$ cat config.mk
export PLATFORM = sky130hd
export DESIGN_NAME = rom_loader
export DESIGN_NICKNAME = d
export VERILOG_FILES = /design/src/rtl/rom_loader.sv
export SDC_FILE = /design/constraint.sdc
export NUM_CORES = 1
export LEC_CHECK = 0
export ABC_AREA = 0
export CORE_MARGIN = 5
export CORE_UTILIZATION = 55
export CTS_CLUSTER_SIZE = 14
export DETAILED_ROUTE_END_ITERATION = 16
export GPL_ROUTABILITY_DRIVEN = 1
export PLACE_DENSITY = 0.76
export SYNTH_ARGS = -nofsm -noshare
export SYNTH_HDL_FRONTEND = slang
export SYNTH_SLANG_ARGS = --single-unit
$ cat constraint.sdc
create_clock -name clk -period 2.79 [get_ports clk]
set_input_delay 0.558 -clock clk [delete_from_list [all_inputs] [get_ports clk]]
set_output_delay 0.558 -clock clk [all_outputs]
set_load 0.02 [all_outputs]
$ cat src/rtl/rom_loader.sv
// rtl/rom_loader.sv - framed byte stream to 24-bit program ROM word writer with CPU hold
// Optional echo of received bytes on tx_data/tx_valid when LOADER_ECHO_EN is defined.
module rom_loader #(
    parameter int          ROM_DEPTH    = 256,
    parameter int          ADDR_W       = 8,
    parameter logic [7:0]  HEADER       = 8'hA5,
    parameter int          IDLE_TIMEOUT = 270000
) (
    input  logic              clk,
    input  logic              rst,
    input  logic [7:0]        rx_data,
    input  logic              rx_valid,
    output logic              rom_w_enable,
    output logic [ADDR_W-1:0] rom_w_addr,
    output logic [23:0]       rom_w_data,
    output logic              cpu_hold,
    output logic              load_done,
    output logic              load_error,
    output logic [7:0]        tx_data,
    output logic              tx_valid
);

    localparam int TMO_W = $clog2(IDLE_TIMEOUT + 1);

    typedef enum logic [2:0] {
        S_IDLE, S_COUNT, S_B0, S_B1, S_B2, S_CHECK
    } state_t;

    state_t            state_q, state_d;
    logic [ADDR_W-1:0] addr_q, addr_d;
    logic [7:0]        sum_q, sum_d;
    logic [TMO_W-1:0]  tmo_q, tmo_d;
    logic [8:0]        n_q, n_d;
    logic [8:0]        words_q, words_d;
    logic [7:0]        op_q, op_d;
    logic [7:0]        arga_q, arga_d;
    logic              wen_q, wen_d;
    logic [ADDR_W-1:0] waddr_q, waddr_d;
    logic [23:0]       wdata_q, wdata_d;
    logic              hold_q, hold_d;
    logic              done_q, done_d;
    logic              err_q, err_d;

    always_ff @(posedge clk) begin
        if (rst) begin
            state_q <= S_IDLE;
            addr_q  <= '0;
            sum_q   <= '0;
            tmo_q   <= '0;
            n_q     <= '0;
            words_q <= '0;
            op_q    <= '0;
            arga_q  <= '0;
            wen_q   <= 1'b0;
            waddr_q <= '0;
            wdata_q <= '0;
            hold_q  <= 1'b0;
            done_q  <= 1'b0;
            err_q   <= 1'b0;
        end else begin
            state_q <= state_d;
            addr_q  <= addr_d;
            sum_q   <= sum_d;
            tmo_q   <= tmo_d;
            n_q     <= n_d;
            words_q <= words_d;
            op_q    <= op_d;
            arga_q  <= arga_d;
            wen_q   <= wen_d;
            waddr_q <= waddr_d;
            wdata_q <= wdata_d;
            hold_q  <= hold_d;
            done_q  <= done_d;
            err_q   <= err_d;
        end
    end

    always_comb begin
        state_d = state_q;
        addr_d  = addr_q;
        sum_d   = sum_q;
        tmo_d   = tmo_q;
        n_d     = n_q;
        words_d = words_q;
        op_d    = op_q;
        arga_d  = arga_q;
        wen_d   = 1'b0;
        waddr_d = waddr_q;
        wdata_d = wdata_q;
        hold_d  = hold_q;
        done_d  = 1'b0;
        err_d   = err_q;

        // A byte arriving in the expiry cycle wins over the timeout.
        if (state_q != S_IDLE) begin
            if (rx_valid) begin
                tmo_d = '0;
            end else if (tmo_q == TMO_W'(IDLE_TIMEOUT - 1)) begin
                tmo_d   = '0;
                err_d   = 1'b1;
                state_d = S_IDLE;
            end else begin
                tmo_d = tmo_q + TMO_W'(1);
            end
        end

        if (rx_valid) begin
            case (state_q)
                S_IDLE: begin
                    if (rx_data == HEADER) begin
                        hold_d  = 1'b1;
                        err_d   = 1'b0;
                        addr_d  = '0;
                        sum_d   = '0;
                        words_d = '0;
                        tmo_d   = '0;
                        state_d = S_COUNT;
                    end
                end
                S_COUNT: begin
                    n_d     = (rx_data == 8'd0) ? 9'd256 : {1'b0, rx_data};
                    sum_d   = rx_data;
                    words_d = '0;
                    state_d = S_B0;
                end
                S_B0: begin
                    op_d    = rx_data;
                    sum_d   = sum_q + rx_data;
                    state_d = S_B1;
                end
                S_B1: begin
                    arga_d  = rx_data;
                    sum_d   = sum_q + rx_data;
                    state_d = S_B2;
                end
                S_B2: begin
                    sum_d   = sum_q + rx_data;
                    wen_d   = 1'b1;
                    waddr_d = addr_q;
                    wdata_d = {op_q, arga_q, rx_data};
                    addr_d  = (addr_q == ADDR_W'(ROM_DEPTH - 1)) ? '0 : addr_q + ADDR_W'(1);
                    words_d = words_q + 9'd1;
                    state_d = (words_q + 9'd1 == n_q) ? S_CHECK : S_B0;
                end
                S_CHECK: begin
                    if (rx_data == sum_q) begin
                        done_d = 1'b1;
                        hold_d = 1'b0;
                    end else begin
                        err_d = 1'b1;
                    end
                    state_d = S_IDLE;
                end
                default: state_d = S_IDLE;
            endcase
        end
    end

    assign rom_w_enable = wen_q;
    assign rom_w_addr   = waddr_q;
    assign rom_w_data   = wdata_q;
    assign cpu_hold     = hold_q;
    assign load_done    = done_q;
    assign load_error   = err_q;

`ifdef LOADER_ECHO_EN
    logic [7:0] tx_data_q;
    logic       tx_valid_q;

    always_ff @(posedge clk) begin
        if (rst) begin
            tx_data_q  <= '0;
            tx_valid_q <= 1'b0;
        end else begin
            tx_valid_q <= rx_valid;
            if (rx_valid) begin
                tx_data_q <= rx_data;
            end
        end
    end

    assign tx_data  = tx_data_q;
    assign tx_valid = tx_valid_q;
`else
    assign tx_data  = 8'd0;
    assign tx_valid = 1'b0;
`endif

endmodule

== Word-level counts from Yosys, hierarchy flattened ==
Cells that the tools add are included.
Storage, ports and cells
  register bits after elaboration: 108
  bits of input ports: 11
  output and inout bits: 45
  logic and storage cells: 82
Operators by class
  $add $sub $neg: 4
  equal/unequal tests: 12
  mux-type cells: 32
  bitwise gates (word level): 2
  reduce and logical (&&, ||, !) cells: 18
Operators with widths (number)
  two-way mux 19 bit: 6
  one-hot mux 9 bit (3 select lines): 1
  one-hot mux 8 bit (3 select lines): 1
  adder 19 x 1 -> 19 bit, second input constant: 1
  == test 19 bit, second input constant: 1
  two-way mux 3 bit: 6
  two-way mux 9 bit: 2
  == test 8 bit, second input constant: 2
  two-way mux 8 bit: 2
  one-hot mux 8 bit (2 select lines): 1
  one-hot mux 3 bit (5 select lines): 1
  two-way mux 1 bit: 10
  adder 9 x 1 -> 9 bit, second input constant: 1
  == test 9 bit: 1
  AND reduction 3 bit: 3
  nonzero test 3 bit: 3
  adder 8 x 1 -> 8 bit, second input constant: 1
  adder 8 bit: 1
  == test 8 bit: 1
  logical NOT 8 bit: 1
  AND reduction 2 bit: 4
  == test 3 x 2 -> 1 bit, second input constant: 2
  == test 3 bit, second input constant: 2
  OR reduction 3 bit: 2
  other kinds (8): 12

== Logic depth before layout (Yosys ltp) ==
  depth in word-level cells: 7
  gate-level depth with buffers: 8
  mapped depth without buffers: 8

== Worst setup path before layout ==
OpenSTA, ideal clock, no wires.
  path type: in2reg
  from: input port rx_data[4]
  to: register sum_q[7]
  setup time: 0.125 ns
  arrival: 2.085 ns
  data required time: 2.665 ns
  setup slack: 0.580 ns
  stages: 7
  cells stage by stage: ha_1 -> o21ai_0 -> or2b_2 -> a31o_2 -> and4_2 -> a311oi_2 -> a21oi_1
Between the ends
  word-level cells in the longest chain between the ends: 3
  elaborated cells between the ends (all ways): 5
  those cells by class: 1 x add/sub; 2 x eq/ne; 1 x mux; 1 x reduce/logical
Ends and longest elaborated chain
  start, declared: line 11  | input logic [7:0] rx_data,
  parallel branches: the longest is 3 deep, another holds adder 8 bit
  end signal, assigned: line 63  | sum_q <= sum_d;
  end, declared: line 31  | logic [7:0] sum_q, sum_d;
Parallel ways; which one is timed is not known.
A chain may end at the register's enable or synchronous reset.

== Final worst setup path ==
  from: input port rx_data[1]
  to: register sum_q[7]
The elaborated chain is that of the path after synthesis.

==> results.json <==
{
  "outcome": "completed",
  "grt_overflow": 0,
  "async_reset_ff_share_pct": 0,
  "p_per_area_nw_per_um2": 434.6,
  "hpwl_um": 9478,
  "gp_congestion": 0.8844,
  "ios": 56,
  "final.min_clock_period_ns": 2.566,
  "peakVddDrop_uv": 325.2,
  "wl_per_cell_um": 15.32,
  "std_cell_rows": 35,
  "clk_pin_slew_worst_paths_ns": 0.11,
  "grt_pass1_vias": 4483,
  "hold_viol": 0,
  "crit_arrival_ns": 2.88,
  "yosysSeqAreaShare_pct": 41.38,
  "totalWireLength_um": 12870,
  "ctsResizeCount": 0,
  "cts_tree": "built",
  "synthFlopType": "dfxtp_1",
  "setup_viol": 0,
  "critPathLaunch": "rx_data[1]",
  "grt_start_max_net_pins": 48,
  "crit_fanout": 4,
  "internal_power_uw": 1944,
  "cts-root-buf": "clkbuf_8",
  "firstDrtPassIters": 5,
  "finalPower_uw": 2632,
  "cap_violations": 0,
  "skew_ns": 0.01669,
  "h-tree-depth": 3,
  "synth_area_um2": 5225,
  "vias_per_cell": 5.594,
  "synth.avg_cell_area_um2": 8.051,
  "postSynthCellCount": 649,
  "hp-start": "rom_w_data[3]",
  "grt_pass1_wl_um": 21620,
  "drt_iter0_drc": 304,
  "area_growth_pct": 15.90,
  "dieArea_um2": 11550,
  "io_buffer_count": 46,
  "worst_hold_path_type": "reg -> reg",
  "clockPowerShare_pct": 36.4,
  "clock_path_buffers": 2,
  "p_sw_uw": 688.1,
  "endpoint": "sum_q[7]",
  "cts.sinks": 108,
  "layout_common_cells": "nand2_1, dfxtp_1, a21oi_1, nor2_1, clkdlybuf4s50_1",
  "post-route-period-util_pct": 91.97,
  "layout_commonest_cell": "nand2_1",
  "cts_buffers": 9,
  "dieHeight_um": 107.5,
  "core_area_um2": 9240,
  "critPathKind": "in -> reg",
  "pwr-share-seq_pct": 58.6,
  "track_usage_pct": 23.03,
  "rsz0062_at_grt": "false",
  "slew_headroom_pct": 19.68,
  "ant_nets": 0,
  "synth_edf_count": 0,
  "post-cts-setup-buffer-count": 0,
  "antenna_cells": 0,
  "ys_ff_latch": 108,
  "post-route-drc-count": 0,
  "drive_gt1_share_pct": 9.564,
  "leakagePower_uw": 0.002140,
  "endpoint_kind": "register",
  "clk_latency_ns": 0.38,
  "synthDistinctLibCells": 63,
  "vias": 4699,
  "fin_hold_ws_ns": 0.4582,
  "tightest_slew_ns": 1.192,
  "r2r_end": "sum_q[7]",
  "worstPathRequired_ns": 3.10,
  "initial_core_util_pct": 56.55,
  "r2r_slack_ns": 0.38,
  "r2r-start": "state_q[1]",
  "cp-start-kind": "primary input",
  "rr_worst_depth": 5,
  "postCtsHoldBufs": 0,
  "antenna_found_initial": 0,
  "fmax_ghz": 0.3897,
  "power_frac_comb_pct": 5.0,
  "layout.nets": 728,
  "p_sw_share_pct": 26.15,
  "die_width_um": 107.5,
  "slew_viol_final": 0,
  "ys_warn_count": 0
}
-- layout make-up --
type / count / area [um2]
Clock inverter: 7 / 73.82
Timing Repair Buffer: 79 / 715.7
Sequential cell: 108 / 2162
Multi-Input combinational cell: 503 / 2800
Inverter: 5 / 18.77
Tap cell: 129 / 161.4
Clock buffer: 9 / 123.9
Fill cell: 781 / 3184
-- sequential cells by signal, summed over array words and instances, names as in the netlist, 8 cells and up --
register and count:
rom_w_data 24, tmo_q 19, n_q 9, words_q 9, addr_q 8, arga_q 8
op_q 8, rom_w_addr 8, sum_q 8
-- layer usage --
metal	share of wire [%]	vias to the layer above	wire length, um	global-route usage (%)
met5	0	-	0	0
met4	1.5	0	187	5.861
met3	3.7	14	479	3.959
met2	49	109	6282	38.87
met1	46	2226	5923	30.57
li1	-	2350	-	-
-- worst min-delay path by stage --
stage	endpoint	slack (ns)	depth (start not counted)
final	rom_w_data[3]	0.46	2
after global routing	rom_w_data[12]	0.48	2
after CTS	rom_w_data[3]	0.46	2
after detailed placement	arga_q[6]	0.45	2
after global placement	rom_w_data[0]	0.44	2
after floorplan	rom_w_data[10]	0.43	2
-- through the flow --
stage                     area (um2)  setup slack (ns)  utilization, %  setup TNS (ns)  instances
after floorplan                 5255            0.5802               -               0        657
after global placement          5858          -0.02243           63.40        -0.02243        824
after detailed placement        5858          -0.08351           63.40         -0.1206        824
after CTS                       6056            0.2938           65.54               0        840
after global routing            6056           0.02614           65.54               0        840
final                           6056            0.2240           65.54               0        840
-- cells by family after synthesis --
group	after synthesis	share of synthesized area (%)
xor gates and xnor gates	34	5.699
buffers and inverters	46	5.651
AOI/OAI and AO/OA	158	17.96
adders and majority gates	11	2.778
and+or+nand+nor	291	26.46
other	1	0.07177
DFF	108	41.38
-- worst max-delay path, stage by stage --
cell,delay (ns)
clkdlybuf4s50_1,0.54
ha_1,0.38
a211oi_1,0.31
o21ai_0,0.14
a31o_2,0.26
buf_4,0.14
nor4b_1,0.26
a41oi_1,0.08
a21oi_1,0.21
-- cells in the mapped netlist, types with 3 or more instances --
master,instances,area [um2]
buf_4,11,82.58
nand4_1,6,37.54
nor4_1,4,25.02
a21oi_1,93,465.5
xnor2_1,21,183.9
ha_1,10,125.1
a41oi_1,3,26.28
a221oi_1,7,61.31
and3_1,8,50.05
inv_1,5,18.77
or3_1,7,43.79
nand2_1,134,503.0
a32oi_1,3,26.28
a21o_1,4,30.03
nand2b_1,4,25.02
nor2b_1,6,37.54
xor2_1,13,113.9
and4_1,3,26.28
nand3b_1,5,37.54
clkbuf_1,20,75.07
a211oi_1,5,37.54
nor3_1,16,80.08
dfxtp_1,108,2162
nand3_1,18,90.09
nor2_1,59,221.5
clkbuf_8,7,96.34
o21ai_0,23,115.1
-- power groups by stage --
stage / Clock, uW / Combinational, uW / Sequential (uW)
2_1_floorplan: 0 / 80.5 / 1580
3_3_place_gp: 0 / 129 / 1580
3_5_place_dp: 0 / 130 / 1580
4_1_cts: 969 / 131 / 1540
5_1_grt: 1050 / 142 / 1540
6_report: 957 / 133 / 1540
Power figures use the tool's default switching activity.
==> edit 1, RTL diff (config.mk and constraints unchanged) <==
Change the parameter `ADDR_W` from 8 to 6.
--- a/src/rtl/rom_loader.sv
+++ b/src/rtl/rom_loader.sv
@@ -2,7 +2,7 @@
 // Optional echo of received bytes on tx_data/tx_valid when LOADER_ECHO_EN is defined.
 module rom_loader #(
     parameter int          ROM_DEPTH    = 256,
-    parameter int          ADDR_W       = 8,
+    parameter int          ADDR_W       = 6,
     parameter logic [7:0]  HEADER       = 8'hA5,
     parameter int          IDLE_TIMEOUT = 270000
 ) (
Ports: changed (resized rom_w_addr); port bits go from 56 to 54. The function was not compared with the original's and may differ.
==> edit 1 against the unedited design <==
Synthesized area decreased by 2.7%; total power fell by 5.0%; count of clock-buffer cells in the layout is the same; critical path type unchanged; die area decreased by 2.4%; final cell count shrank 5.5%; hold slack hardly changed; final area fell by 4.7%; largest power group unchanged; sequential cell count fell by 4; setup slack better by 0.0084 ns; routed wire length is 7.4% lower.
==> edit 1: results (changes against the unedited design) <==
| Metric | Value |
|---|---|
| Outcome | finished, final reports clean |
| Arr. time, crit path | 2.86 ns (-0.02 ns) |
| Synth Area in Compound Gates | 20.5% (+2.6 points) |
| M2 GR Usage | 34.0% (-4.8 points) |
| Signal inverters | 10 (+5) |
| Clock-cell share | 3.27% (+0.0096 points) |
| Post-route core utilization | 63.4% (-2.2 points) |
| DR top layer | met4 |
| Leakage power | 1.99 nW (-7.1%) |
| VDD IR max | 321 uV (-1.4%) |
| Post-CTS sizing | 0 (unchanged) |
| Most instantiated cells after synthesis | nand2_1, dfxtp_1, a21oi_1 |
| Met2 Wirelength | 5640 microns (-10%) |
| Slew HR | 50.6% (+31 points) |
| Post-route cell area | 5770 sq um (-4.7%) |
| Buffering overhead | 10.9% (-0.93 points) |
| Met3 wire length | 641 microns (+34%) |
| Placement Cell Area | 5580 sq um (-4.7%) |
| Cell Count Post-Placement | 778 (-5.6%) |
| Pin count of the biggest net entering global routing | 38 (-21%) |
| Final Skew | 0.00964 ns (-0.00705 ns) |
| Vias in the first global route | 4252 (-5.2%) |
| Register area share after synthesis | 40.9% (-0.43 points) |
| Antenna Cells | 0 (unchanged) |
| RePlAce Congestion | 0.901 (+1.8%) |
| Int Power | 0.00187 W (-3.9%) |
| Synth Instances | 635 (-2.2%) |
| XOR/XNOR Fraction of Synth Area | 4.13% (-1.6 points) |
| Top post-synthesis cells by area | dfxtp_1, nand2_1, a21oi_1, nor2_1, ha_1 |
| Fraction of area in multi-input gates | 46.7% (+0.46 points) |
| HPWL Detailed | 8580 microns (-9.5%) |
| M1 wire length | 5480 microns (-7.5%) |
| Via count | 4598 (-2.1%) |
| Synth Area in Adders | 2.85% (+0.077 points) |
| Pre-CTS setup slack | -0.0735 ns (+0.0101 ns) |
| Total global-route track usage | 20.7% (-2.3 points) |
| PortBufs | 44 (-4.3%) |
| Final net count | 700 (-3.8%) |
| #MultiIn Comb | 485 (-3.6%) |
| Layout cells sized above 1 | 7.32% (-2.2 points) |
| Mux contribution to synthesized area | 0.197% (+0.20 points) |
| Grt met1 use | 27.9% (-2.7 points) |
| WL final | 11900 microns (-7.4%) |
| Non-clock buffers | 68 (-14%) |
| DRT iter0 DRCs | 312 (+2.6%) |
| CP max FO | 3 (-1) |
| Filler instances | 802 (+2.7%) |
| Grt met3 use | 4.74% (+0.78 points) |
| Number of flip-flops in the largest register | 24 (unchanged) |
| DR WL/cell | 15.0 microns (-2.0%) |
| Clock sink total | 104 (-3.7%) |
| Register Area | 2080 sq um (-3.7%) |
[edit 1: cell count changes after synthesis, moves of 4 or more]
cell / unedited run / this run
a211oi_1: 5 / 12
a31oi_1: 2 / 6
a22oi_1: 0 / 6
a21oi_1: 93 / 76
o21a_1: 0 / 4
inv_1: 5 / 10
xnor2_1: 21 / 12
dfxtp_1: 108 / 104
o22ai_1: 1 / 5
nor2_1: 59 / 48
[edit 1: worst max-delay path, stage by stage]
cell	delay [ns]
clkdlybuf4s50_1	0.42
ha_1	0.26
fa_1	0.44
a211oi_1	0.25
o21bai_1	0.14
a2111oi_0	0.52
a221oi_1	0.12
a21oi_1	0.16
[edit 1: path summary, 6_finish.rpt]
kind	start	to	slack [ns]	depth (start not counted)
worst min-delay path	rom_w_data[2]$_SDFFE_PP0P_	rom_w_data[2]$_SDFFE_PP0P_	0.46	2
worst max register to register	sum_q[0]$_SDFFE_PP0P_	sum_q[6]$_SDFFE_PP0P_	0.54	7
worst max-delay path	rx_data[0]	sum_q[6]$_SDFFE_PP0P_	0.23	8
worst min register to register	rom_w_data[2]$_SDFFE_PP0P_	rom_w_data[2]$_SDFFE_PP0P_	0.46	2
[edit 1: power by group through the flow]
stage	Combinational [W]	Sequential, W	Clock (W)
3_5_place_dp	0.000113	0.00152	0
2_1_floorplan	0.0000724	0.00152	0
3_3_place_gp	0.000112	0.00152	0
6_report	0.000115	0.00148	0.000900
4_1_cts	0.000113	0.00148	0.000915
5_1_grt	0.000122	0.00149	0.000992
[edit 1: cell families after synthesis]
group / count (synthesis)
fa+ha+maj: 11
compound gates: 168
other cells: 1
buf+inv: 54
flops: 104
xor+xnor: 24
mux: 1
simple gates: 272
==> edit 2, RTL diff (same flow settings) <==
Made on the original files. Encoding of `state_t`: now one-hot (6 bits for 6 states).
--- a/src/rtl/rom_loader.sv
+++ b/src/rtl/rom_loader.sv
@@ -22,8 +22,8 @@
 
     localparam int TMO_W = $clog2(IDLE_TIMEOUT + 1);
 
-    typedef enum logic [2:0] {
-        S_IDLE, S_COUNT, S_B0, S_B1, S_B2, S_CHECK
+    typedef enum logic [5:0] {
+        S_IDLE = 6'b000001, S_COUNT = 6'b000010, S_B0 = 6'b000100, S_B1 = 6'b001000, S_B2 = 6'b010000, S_CHECK = 6'b100000
     } state_t;
 
     state_t            state_q, state_d;
Formal check against the unedited RTL: no difference found for any inputs over 4 cycles, from zero or initial values and one cycle with rst high; so few cycles prove little.
==> edit 2 against the unedited design <==
Final area is 1.6% higher; final cell count fell by 3.0%; routed wire length rose by 0.51%; total power grew 3.2%; clock skew is 0.0053 ns lower; sequential cell count increased by 3; largest cell class unchanged; synthesized area grew 0.62%; critical path type unchanged; setup slack better by 0.023 ns.
==> edit 2: results (changes against the unedited design) <==
| Metric | Value |
|---|---|
| Final net count | 703 (-3.4%) |
| Hold Path Sink | rom_w_data[8]$_SDFFE_PP0P_ |
| Vias in the first global route | 4556 (+1.6%) |
| Register area share after synthesis | 42.3% (+0.89 points) |
| Reg2reg path depth | 7 (+2) |
| R2R Setup Slk | 0.53 ns (+0.15 ns) |
| Max frequency | 0.393 GHz (+0.89%) |
| Hold wc startpoint | arga_q[0]$_SDFFE_PP0P_ |
| Pin count of the biggest net entering global routing | 36 (-25%) |
| Layout cells sized above 1 | 10.6% (+1.1 points) |
| Filler instances | 794 (+1.7%) |
| CP peak stage delay | 0.45 ns (-0.09 ns) |
| Most instantiated cells after synthesis | dfxtp_1, nand2_1, nor2_1 |
| Total global-route track usage | 23.0% (about the same) |
| RePlAce Congestion | 0.917 (+3.7%) |
| Arr. time, crit path | 2.84 ns (-0.04 ns) |
| Top post-synthesis cells by area | dfxtp_1, nand2_1, a21oi_1, nor2_1, mux2i_1 |
| WL final | 12900 microns (+0.51%) |
| Outcome | finished, final reports clean |
| Leakage power | 2.33 nW (+9.1%) |
| First-pass GRT wire length | 21500 microns (-0.44%) |
| Worst reg2reg path startpoint | sum_q[1]$_SDFFE_PP0P_ |
| DRT iter0 DRCs | 232 (-24%) |
| Via count | 4578 (-2.6%) |
| Placement Cell Area | 5950 sq um (+1.5%) |
| Post-Layout Cell Count | 815 (-3.0%) |
| Worst-margin pin slew | 0.575 ns (-0.617 ns) |
| Syn avg cell area | 8.39 sq um (+4.2%) |
[edit 2: cell types whose count changed in the layout (fill, tap and decap cells not counted), sizes merged, moves of 7 or more]
cell	delta
nand2	-48
a21oi	-31
mux2i	+26
nor2	+23
a22oi	+8
a221oi	-7
[edit 2: routing by layer]
layer | vias to the layer above | GRT usage [%] | share of wire [%]
met5 | - | 0 | 0
met4 | 0 | 6.58 | 1.7
met3 | 19 | 7.08 | 6.4
met2 | 120 | 39.2 | 48
met1 | 2163 | 28.0 | 44
li1 | 2276 | - | -
[edit 2: per-stage QoR]
| stage | hold WS [ns] | power (W) |
|---|---|---|
| after floorplan | 0.432 | 0.00170 |
| after global placement | 0.437 | 0.00175 |
| after detailed placement | 0.446 | 0.00175 |
| after CTS | 0.460 | 0.00274 |
| after global routing | 0.485 | 0.00281 |
| final | 0.459 | 0.00272 |
[edit 2: report_power, final]
group          total (W)  internal (W)  switching (W)
clock network    0.00100      0.000403       0.000597
logic           0.000129     0.0000443      0.0000850
registers        0.00159       0.00159     0.00000176
[edit 2: final cells by class]
cell class | count | area [sq um] | share of cell area [%]
multi-input cells | 474 | 2820 | 45.8
flip-flops and latches | 111 | 2220 | 36.1
repair buffers | 77 | 713 | 11.6
well taps | 129 | 161 | 2.62
clock buffers | 11 | 151 | 2.46
clock inverters | 5 | 53.8 | 0.875
inverters | 8 | 30.0 | 0.488
[edit 2: logic make-up after synthesis]
kind of cell             synth area share [%]
flip-flops                               42.3
AND/OR/NAND/NOR                          24.6
AO/OA/AOI/OAI                            15.6
adder cells (fa/ha/maj)                  2.95
buffers and inverters                    4.71
multiplexers                             5.16
other                                  0.0713
XOR/XNOR                                 4.66
[edit 2: worst register-to-register path, cell delays in order (launching register included)]
cell	delay, ns
dfxtp_1	0.42
ha_1	0.27
a21o_1	0.20
a211o_1	0.32
a2111oi_0	0.45
or3_1	0.19
nand3_1	0.09
a311oi_2	0.26
[edit 2: worst max path at each step]
| stage | start | end | depth (start not counted) |
|---|---|---|---|
| floorplan | rx_data[1] | sum_q[7]$_SDFFE_PP0P_ | 7 |
| global placement | rx_data[1] | sum_q[7]$_SDFFE_PP0P_ | 8 |
| detailed placement | rx_data[1] | sum_q[7]$_SDFFE_PP0P_ | 8 |
| CTS | rx_data[1] | sum_q[7]$_SDFFE_PP0P_ | 8 |
| global route | rx_data[1] | sum_q[7]$_SDFFE_PP0P_ | 8 |
| finish | rx_data[1] | sum_q[7]$_SDFFE_PP0P_ | 8 |
